==> config.mk <==
export PLATFORM = sky130hd
export DESIGN_NAME = uart_cmd_framer
export DESIGN_NICKNAME = d
export VERILOG_FILES = /design/src/rtl/uart_pkg.sv /design/src/rtl/cmd_payload_buf.sv /design/src/rtl/uart_cmd_framer.sv
export SDC_FILE = /design/constraint.sdc
export NUM_CORES = 1
export LEC_CHECK = 0
export ABC_CLOCK_PERIOD_IN_PS = 2600
export CAP_MARGIN = 15
export CORE_ASPECT_RATIO = 0.9
export CORE_MARGIN = 10
export CORE_UTILIZATION = 59
export DETAILED_ROUTE_END_ITERATION = 8
export GPL_TIMING_DRIVEN = 0
export MAX_ROUTING_LAYER = met4
export PLACE_DENSITY = 0.78
export SLEW_MARGIN = 20
export SYNTH_ARGS = -nofsm -noshare
export SYNTH_HDL_FRONTEND = slang
export SYNTH_SLANG_ARGS = --single-unit
==> constraint.sdc <==
create_clock -name clock -period 2.6 [get_ports clock]
set_input_delay 0.26 -clock clock [delete_from_list [all_inputs] [get_ports clock]]
set_output_delay 0.26 -clock clock [all_outputs]
set_load 0.1 [all_outputs]
==> src/rtl/uart_pkg.sv <==
// Shared types for the UART receive-side command path.
package uart_pkg;

    typedef enum logic [2:0] {
        S_SYNC,
        S_OPC,
        S_LEN,
        S_PAY,
        S_CSUM,
        S_HOLD
    } cmd_state_t;

    localparam logic [7:0] SYNC_BYTE_DEFAULT = 8'hA5;

endpackage

==> src/rtl/cmd_payload_buf.sv <==
// Payload store for one command: single write port, registered read port.
// The array itself has no reset; only the read register clears.
module cmd_payload_buf #(
    parameter int DEPTH = 16,
    parameter int AW    = 4
) (
    input  logic          clock,
    input  logic          reset,
    input  logic          we,
    input  logic [AW-1:0] waddr,
    input  logic [7:0]    wdata,
    input  logic [AW-1:0] raddr,
    output logic [7:0]    rd_data
);

    logic [7:0] mem [DEPTH];

    always_ff @(posedge clock) begin
        if (we) begin
            mem[waddr] <= wdata;
        end
    end

    always_ff @(posedge clock) begin
        if (reset) begin
            rd_data <= 8'h00;
        end else begin
            rd_data <= mem[raddr];
        end
    end

endmodule

==> src/rtl/uart_cmd_framer.sv <==
// Frames the UART byte stream into sync/opcode/length/payload/checksum
// commands and holds each validated command for the downstream decoder.
//
//   state  | meaning
//   S_SYNC | hunting for the sync byte, other bytes ignored
//   S_OPC  | next byte is the opcode
//   S_LEN  | next byte is the payload length
//   S_PAY  | collecting payload bytes into the buffer
//   S_CSUM | next byte is the XOR checksum
//   S_HOLD | command valid, waiting for the consumer
module uart_cmd_framer
    import uart_pkg::*;
#(
    parameter int         MAX_LEN      = 16,
    parameter logic [7:0] SYNC_BYTE    = SYNC_BYTE_DEFAULT,
    parameter int         TIMEOUT_CLKS = 4096,
    parameter int         LW           = $clog2(MAX_LEN + 1),
    parameter int         AW           = $clog2(MAX_LEN)
) (
    input  logic          clock,
    input  logic          reset,
    input  logic [7:0]    rx_data,
    input  logic          rx_finish,
    output logic          cmd_valid,
    input  logic          cmd_ready,
    output logic [7:0]    cmd_opcode,
    output logic [LW-1:0] cmd_len,
    input  logic [AW-1:0] rd_addr,
    output logic [7:0]    rd_data,
    output logic          err_csum,
    output logic          err_len,
    output logic          err_timeout,
    output logic          err_overrun
);

    localparam int TW = $clog2(TIMEOUT_CLKS + 1);

    cmd_state_t    state;
    logic [7:0]    csum;
    logic [7:0]    opc_q;
    logic [LW-1:0] len_q;
    logic [AW-1:0] pay_idx;
    logic [TW-1:0] to_cnt;

    logic in_frame;
    logic timed_out;
    logic last_pay;
    logic buf_we;

    assign in_frame  = (state == S_OPC) || (state == S_LEN) ||
                       (state == S_PAY) || (state == S_CSUM);
    // A byte arriving on the terminal-count cycle still counts as in time.
    assign timed_out = in_frame && !rx_finish && (to_cnt == TW'(TIMEOUT_CLKS - 1));
    assign last_pay  = (LW'(pay_idx) + LW'(1)) == len_q;
    assign buf_we    = (state == S_PAY) && rx_finish;

    always_ff @(posedge clock) begin
        if (reset) begin
            state       <= S_SYNC;
            csum        <= 8'h00;
            opc_q       <= 8'h00;
            len_q       <= '0;
            pay_idx     <= '0;
            to_cnt      <= '0;
            cmd_valid   <= 1'b0;
            cmd_opcode  <= 8'h00;
            cmd_len     <= '0;
            err_csum    <= 1'b0;
            err_len     <= 1'b0;
            err_timeout <= 1'b0;
            err_overrun <= 1'b0;
        end else begin
            err_csum    <= 1'b0;
            err_len     <= 1'b0;
            err_timeout <= 1'b0;
            err_overrun <= 1'b0;

            if (rx_finish || !in_frame) begin
                to_cnt <= '0;
            end else if (!timed_out) begin
                to_cnt <= to_cnt + TW'(1);
            end

            if (timed_out) begin
                err_timeout <= 1'b1;
                state       <= S_SYNC;
            end else begin
                case (state)
                    S_SYNC: begin
                        if (rx_finish && (rx_data == SYNC_BYTE)) begin
                            state <= S_OPC;
                        end
                    end
                    S_OPC: begin
                        if (rx_finish) begin
                            opc_q <= rx_data;
                            csum  <= rx_data;
                            state <= S_LEN;
                        end
                    end
                    S_LEN: begin
                        if (rx_finish) begin
                            if (rx_data > 8'(MAX_LEN)) begin
                                err_len <= 1'b1;
                                state   <= S_SYNC;
                            end else begin
                                len_q   <= LW'(rx_data);
                                csum    <= csum ^ rx_data;
                                pay_idx <= '0;
                                state   <= (rx_data == 8'h00) ? S_CSUM : S_PAY;
                            end
                        end
                    end
                    S_PAY: begin
                        if (rx_finish) begin
                            csum    <= csum ^ rx_data;
                            pay_idx <= pay_idx + AW'(1);
                            if (last_pay) begin
                                state <= S_CSUM;
                            end
                        end
                    end
                    S_CSUM: begin
                        if (rx_finish) begin
                            if (rx_data == csum) begin
                                cmd_valid  <= 1'b1;
                                cmd_opcode <= opc_q;
                                cmd_len    <= len_q;
                                state      <= S_HOLD;
                            end else begin
                                err_csum <= 1'b1;
                                state    <= S_SYNC;
                            end
                        end
                    end
                    S_HOLD: begin
                        // Bytes here are dropped, never reinterpreted as sync.
                        if (rx_finish) begin
                            err_overrun <= 1'b1;
                        end
                        if (cmd_valid && cmd_ready) begin
                            cmd_valid <= 1'b0;
                            state     <= S_SYNC;
                        end
                    end
                    default: state <= S_SYNC;
                endcase
            end
        end
    end

    cmd_payload_buf #(
        .DEPTH (MAX_LEN),
        .AW    (AW)
    ) u_buf (
        .clock   (clock),
        .reset   (reset),
        .we      (buf_we),
        .waddr   (pay_idx),
        .wdata   (rx_data),
        .raddr   (rd_addr),
        .rd_data (rd_data)
    );

endmodule
# ---- Yosys cells after proc, flatten, opt, wreduce, memory -nomap -nowiden
# Memory sizes are Yosys's and may differ from the RTL's. A register that Yosys moved wholly into a read port is not among the register bits.
# Cells that the tools add are included.
dict set report classes {
  n_div 0
  bitwise_logic 7
  shifts 0
  muxes 30
  n_lt_le_gt_ge 1
  eq_ne 18
  n_reduce_logical 28
  mul 0
  n_addsub 3
}
# operator count
set ops {}
lappend ops {{8-bit 2-to-1 mux} 4}
lappend ops {{3-bit 2-to-1 mux} 10}
lappend ops {{8-bit case mux with 3 select lines} 1}
lappend ops {{3-bit case mux with 6 select lines} 1}
lappend ops {{2-bit != test (second input constant)} 8}
lappend ops {{13-bit by 1-bit adder with 13-bit output (second input constant)} 1}
lappend ops {{13-bit by 12-bit == test with 1-bit output (second input constant)} 1}
lappend ops {{4-bit 2-to-1 mux} 3}
lappend ops {{5-bit AND reduction} 2}
lappend ops {{1-bit 2-to-1 mux} 9}
lappend ops {{8-bit == test} 1}
lappend ops {{8-bit == test (second input constant)} 1}
lappend ops {{8-bit by 5-bit > comparator with 1-bit output (second input constant)} 1}
lappend ops {{8-bit logical NOT} 1}
lappend ops {{4-bit case mux with 2 select lines} 1}
lappend ops {{4-bit AND reduction} 2}
lappend ops {{4-bit OR reduction} 2}
lappend ops {{8-bit XOR} 1}
lappend ops {{7-bit AND reduction} 1}
lappend ops {{3-bit by 2-bit == test with 1-bit output (second input constant)} 2}
lappend ops {{3-bit == test (second input constant)} 2}
lappend ops {{1-bit NOT} 6}
lappend ops {{6-bit AND reduction} 1}
lappend ops {{4-bit by 1-bit adder with 5-bit output (second input constant)} 1}
lappend ops {{other kinds (14)} 24}
dict set report totals {
  latchBits 0
  ram_bits 128
  inputBits 16
  memories 1
  regBits 59
  output_inout_bits 26
  rom_bits 0
  word_cells 101
}
# memory words word_bits read_ports rd_clocked_by_memory_dff write_ports line
set memory_table {}
lappend memory_table {u_buf.mem 16 8 1 1 1 cmd_payload_buf.sv:16} ;# logic [7:0] mem [DEPTH];

# ---- Depth between registers and ports, before layout
dict set report depth {
  word_depth 8
  depth_mapped 8
  depth_no_buf 7
}

# ---- Modules after synthesis
# Synthesis repeated with hierarchy kept, for this count alone.
dict set report hier_totals {
  hier_cells 588
  area_unflattened_um2 8164.1
}
# module cells_per_inst seq_area_each_um2 area_per_inst_um2 n_inst
set modules_own_cells {}
lappend modules_own_cells {cmd_payload_buf 259 4003.8 5282.6 1}
lappend modules_own_cells {uart_cmd_framer 329 1181.1 2881.5 1}

# ---- Worst setup path before layout
# Ideal clock, no wire load.
dict set report synth_path {
  kind {reg-to-reg}
  start {reg state[2]}
  end {mem u_buf.mem[0][0], enable pin}
  required_time_ps 2217
  arrival_time_ps 1738
  path_buffers 1
  period_less_slack_ps 2121
  path_stages_with_launch 7
  setup_slack_ps 479
  setup_time_ps 383
  path_cell_list {dfxtp_1 > clkbuf_1 > inv_1 > nand3_1 > nor2_1 > nand2_1 > nor3_1}
}
dict set report synth_via {
  elab_chain_cells 4
}
# item line
set synth_lines {}
lappend synth_lines {{from (decl)} uart_cmd_framer.sv:38} ;# cmd_state_t state;
lappend synth_lines {{from (signal assigned)} uart_cmd_framer.sv:110} ;# state <= (rx_data == 8'h00) ? S_CSUM : S_PAY;
lappend synth_lines {{3-bit by 2-bit == test with 1-bit output} uart_cmd_framer.sv:55} ;# assign buf_we = (state == S_PAY) && rx_finish;
lappend synth_lines {{1-bit logical AND} uart_cmd_framer.sv:55}
lappend synth_lines {{1-bit 2-to-1 mux} cmd_payload_buf.sv:19} ;# if (we) begin
lappend synth_lines {{1-bit 2-to-1 mux (implied by the code)} cmd_payload_buf.sv:20} ;# mem[waddr] <= wdata;
lappend synth_lines {{to (decl)} cmd_payload_buf.sv:16}
# Every way passes these cells.

# ---- Worst setup path after layout
dict set report layout_path {
  start {reg state[0]}
  end {mem u_buf.mem[7][2], enable pin}
}
# Same word-level chain as after synthesis.

==> impl_metrics.yaml <==
sta:
  fin_skew_ns: 0.009606
  fin_crit_sh: 1.006
  slew_viol_final: 0
  rsz0062_at_grt: "true"
  worstMarginPinSlew_ns: 1.046
  finalHoldViolCount: 0
  tns_ns: -0.09700
  maxSlewHeadroom: 0.3014
  fmax_ghz: 0.3823
  setup_slack_ns: -0.01566
  fin_crit_ns: 2.616
  hold-worst-slack_ns: 0.4607
  setup_viol: 8
floorplanning:
  design.die.area_mm2: 0.01841
  fp.dieH_um: 129.7
  rows: 40
  start_util: 0.5973
  ios: 42
  die_w_um: 141.9
  core_mm2: 0.01321
pwr:
  p_per_area_mw_per_mm2: 697.4
  power.leakage_uw: 0.003073
  peakVddDrop_v: 0.0005287
worst_setup_path:
  critPathLaunchType: "register"
  cp_slowest_stage_delay_ns: 0.73
  worstSetupPathType: "reg2reg"
  critPathMostFrequentCell: "nor2_1"
  required_ns: 2.66
  crit_fanout: 9
  end_kind: "register"
  crit_arrival_ns: 2.68
  cp_slowest_cell: "nor2_1"
  worstRegToRegCells: 5
  cp_cell_sequence: "clkbuf_1 > nand3_1 > nor2_1 > nand2_1 > nor2_1"
yosys:
  yosys.area_share.simple: 0.1008
  yosysTopAreaCellShare: 0.4871
  avgSynthCellArea_um2: 14.43
  synth_xor_area_frac: 0.02220
  yosysWarnings: 0
  ys_ff_latch: 195
  synth_seq_area_share: 0.6570
  synth.area.top_cells: "edfxtp_1 49%, dfxtp_1 17%, mux4_2 11%"
  synth_top_family_by_area: "multiplexers"
  netlist_instances: 547
  yosys.area.top_type: "edfxtp_1"
  synth_compound_area_frac: 0.04360
  synth_nets: 568
  post_synth_fa_ha_maj_area_fraction: 0.007928
  syn-cell-area_mm2: 0.007891
  synthMuxAreaShare: 0.1497
  synth_cell_type_count: 41
clock_network:
  cts_buffers: 17
  htreeDepth: 4
  cts_tree: "yes"
  clock-root-buffer: "clkbuf_16"
  cts.hold.buffers_added: 0
  cts.path.max_buffers: 2
  insertion_delay_ns: 0.44
  cts.sinks: 195
  path_clk_slew_ns: 0.07
placed_design:
  gp_routability_congestion: 0.8450
  dp_cells: 753
  dp_slack_ns: -0.6108
  io_buffers: 38
  hpwl_mm: 10.97
flow_run:
  maxCapViolations: 0
cells_and_area:
  n_antenna_cell: 0
  layout.nets: 625
  area_delta_synth_final_pct: 15.86
  drive_above_1_share: 0.1540
  finalNonFillerCells: 785
route:
  drt_iter0_markers: 506
  drt_first_pass_iters: 5
  routed_via_density: 6.060
  drc: 0
  num_vias: 4757
  wl_mm: 16.77
  wl_per_cell_um: 21.37
  ant_nets: 0
worst_hold_path:
  holdPathStages: 1
  hold_class: "in2reg"
grt:
  grt_pass1_wl_mm: 26.78
  grt_pass1_vias: 4914
  gr-total-overflow: 0
  grt_usage: 0.1955
  grt_max_degree: 24
  grt_antenna_before_repair: 0
status:
  status: "complete, but fails checks"
  violations: "negative setup slack"
==> registers in the layout, summed over array words and instances, names as in the netlist <==
name	flops
pay_idx	4
csum	8
err_timeout	1
u_buf.mem	128
state	3
cmd_len	5
to_cnt	13
err_csum	1
len_q	5
err_len	1
cmd_valid	1
u_buf.rd_data	8
opc_q	8
cmd_opcode	8
err_overrun	1
==> layout by cell type (no fill, tap or decap), drive strengths merged, types with 5 or more instances in the layout <==
| master | count |
|---|---|
| inv | 10 |
| a21oi | 21 |
| nand2 | 26 |
| buf | 11 |
| nor3 | 20 |
| nor2b | 11 |
| clkbuf | 35 |
| mux2i | 28 |
| nand2b | 7 |
| clkdlybuf4s50 | 30 |
| edfxtp | 128 |
| nand4 | 6 |
| mux4 | 40 |
| dfxtp | 67 |
| clkinv | 5 |
| o21ai | 18 |
| nor2 | 71 |
| o211ai | 8 |
| xor2 | 6 |
| ha | 5 |
| xnor2 | 14 |
==> worst max-delay path: cells and delay by family (launching register included) <==
kind          cells  cell delay (ns)
buf+inv           1             0.33
simple gates      4             1.61
flops             1             0.31
==> final timing paths <==
path	from	endpoint	slack [ns]
setup reg to reg	state[0]	u_buf.mem[7][2]	-0.02
setup / recovery	state[0]	u_buf.mem[7][2]	-0.02
hold / removal	rx_data[4]	u_buf.mem[8][4]	0.46
hold reg to reg	to_cnt[12]	err_timeout	0.49
==> logic make-up (layout without fill, tap and decap cells) <==
logic type / after synthesis / in the layout
flip-flops: 195 / 195
AND/OR/NAND/NOR: 166 / 166
multiplexers: 68 / 68
AO/OA/AOI/OAI: 58 / 58
buffers and inverters: 35 / 105
XOR/XNOR: 20 / 20
adder cells (fa/ha/maj): 5 / 5
==> layer usage <==
layer	part of all wire	routed length, um	global-route usage	vias to the layer above
met3	0.062	1037	0.05303	37
met5	0	0	-	-
met4	0.027	459	0.07868	0
li1	-	-	-	2174
met1	0.44	7304	0.2519	2378
met2	0.48	7973	0.2910	168
==> timing repair <==
item,in CTS,in global routing
endpoints found under the setup margin,8,146
buffers inserted,0,0
resized for setup,4,9
endpoints found under the hold margin,0,0
gates cloned,0,0
==> final cells by class <==
cell class                      count  area (um^2)
Sequential cell                   195         5185
Clock inverter                     15        197.7
Clock buffer                       17        425.4
Timing Repair Buffer               38        385.4
Fill cell                         899         4070
Tap cell                          168        210.2
Multi-Input combinational cell    317         2591
Inverter                            6        22.52
Buffer                             29        125.1
==> Yosys cell counts (all sizes together) <==
master	number
o211ai	8
dfxtp	67
a211oi	2
nand2	26
edfxtp	128
clkbuf	18
a21oi	21
or3b	1
a21boi	1
a31oi	2
buf	11
nand4b	2
ha	5
inv	6
a211o	1
nand3	4
or4	1
nor2	71
xnor2	14
and2	1
nand4bb	1
xor2	6
mux4	40
o21bai	2
nand4	6
nand2b	7
nor2b	11
nor3b	4
or3	4
nor3	20
o22a	2
o21ai	18
mux2i	28
or2	2
nor4b	1
nor4	4
o2bb2ai	1
==> power by group <==
| group | switching [uW] | internal [uW] | leakage (uW) | total (uW) |
|---|---|---|---|---|
| logic | 211 | 113 | 0.00108 | 324 |
| clock network | 1200 | 1540 | 0.000297 | 2740 |
| registers | 3.93 | 3300 | 0.00169 | 3310 |
| total | 1420 | 4960 | 0.00307 | 6380 |
==> through the flow <==
stage,total power (uW),area [um^2],utilization
after global placement,3697,8482,0.6420
after detailed placement,3706,8502,0.6435
after global routing,6534,9143,0.6920
final,6376,9143,0.6920
after CTS,6394,9120,0.6902
after floorplan,3580,7891,-
Note: power is estimated with default switching activity, not from simulation.
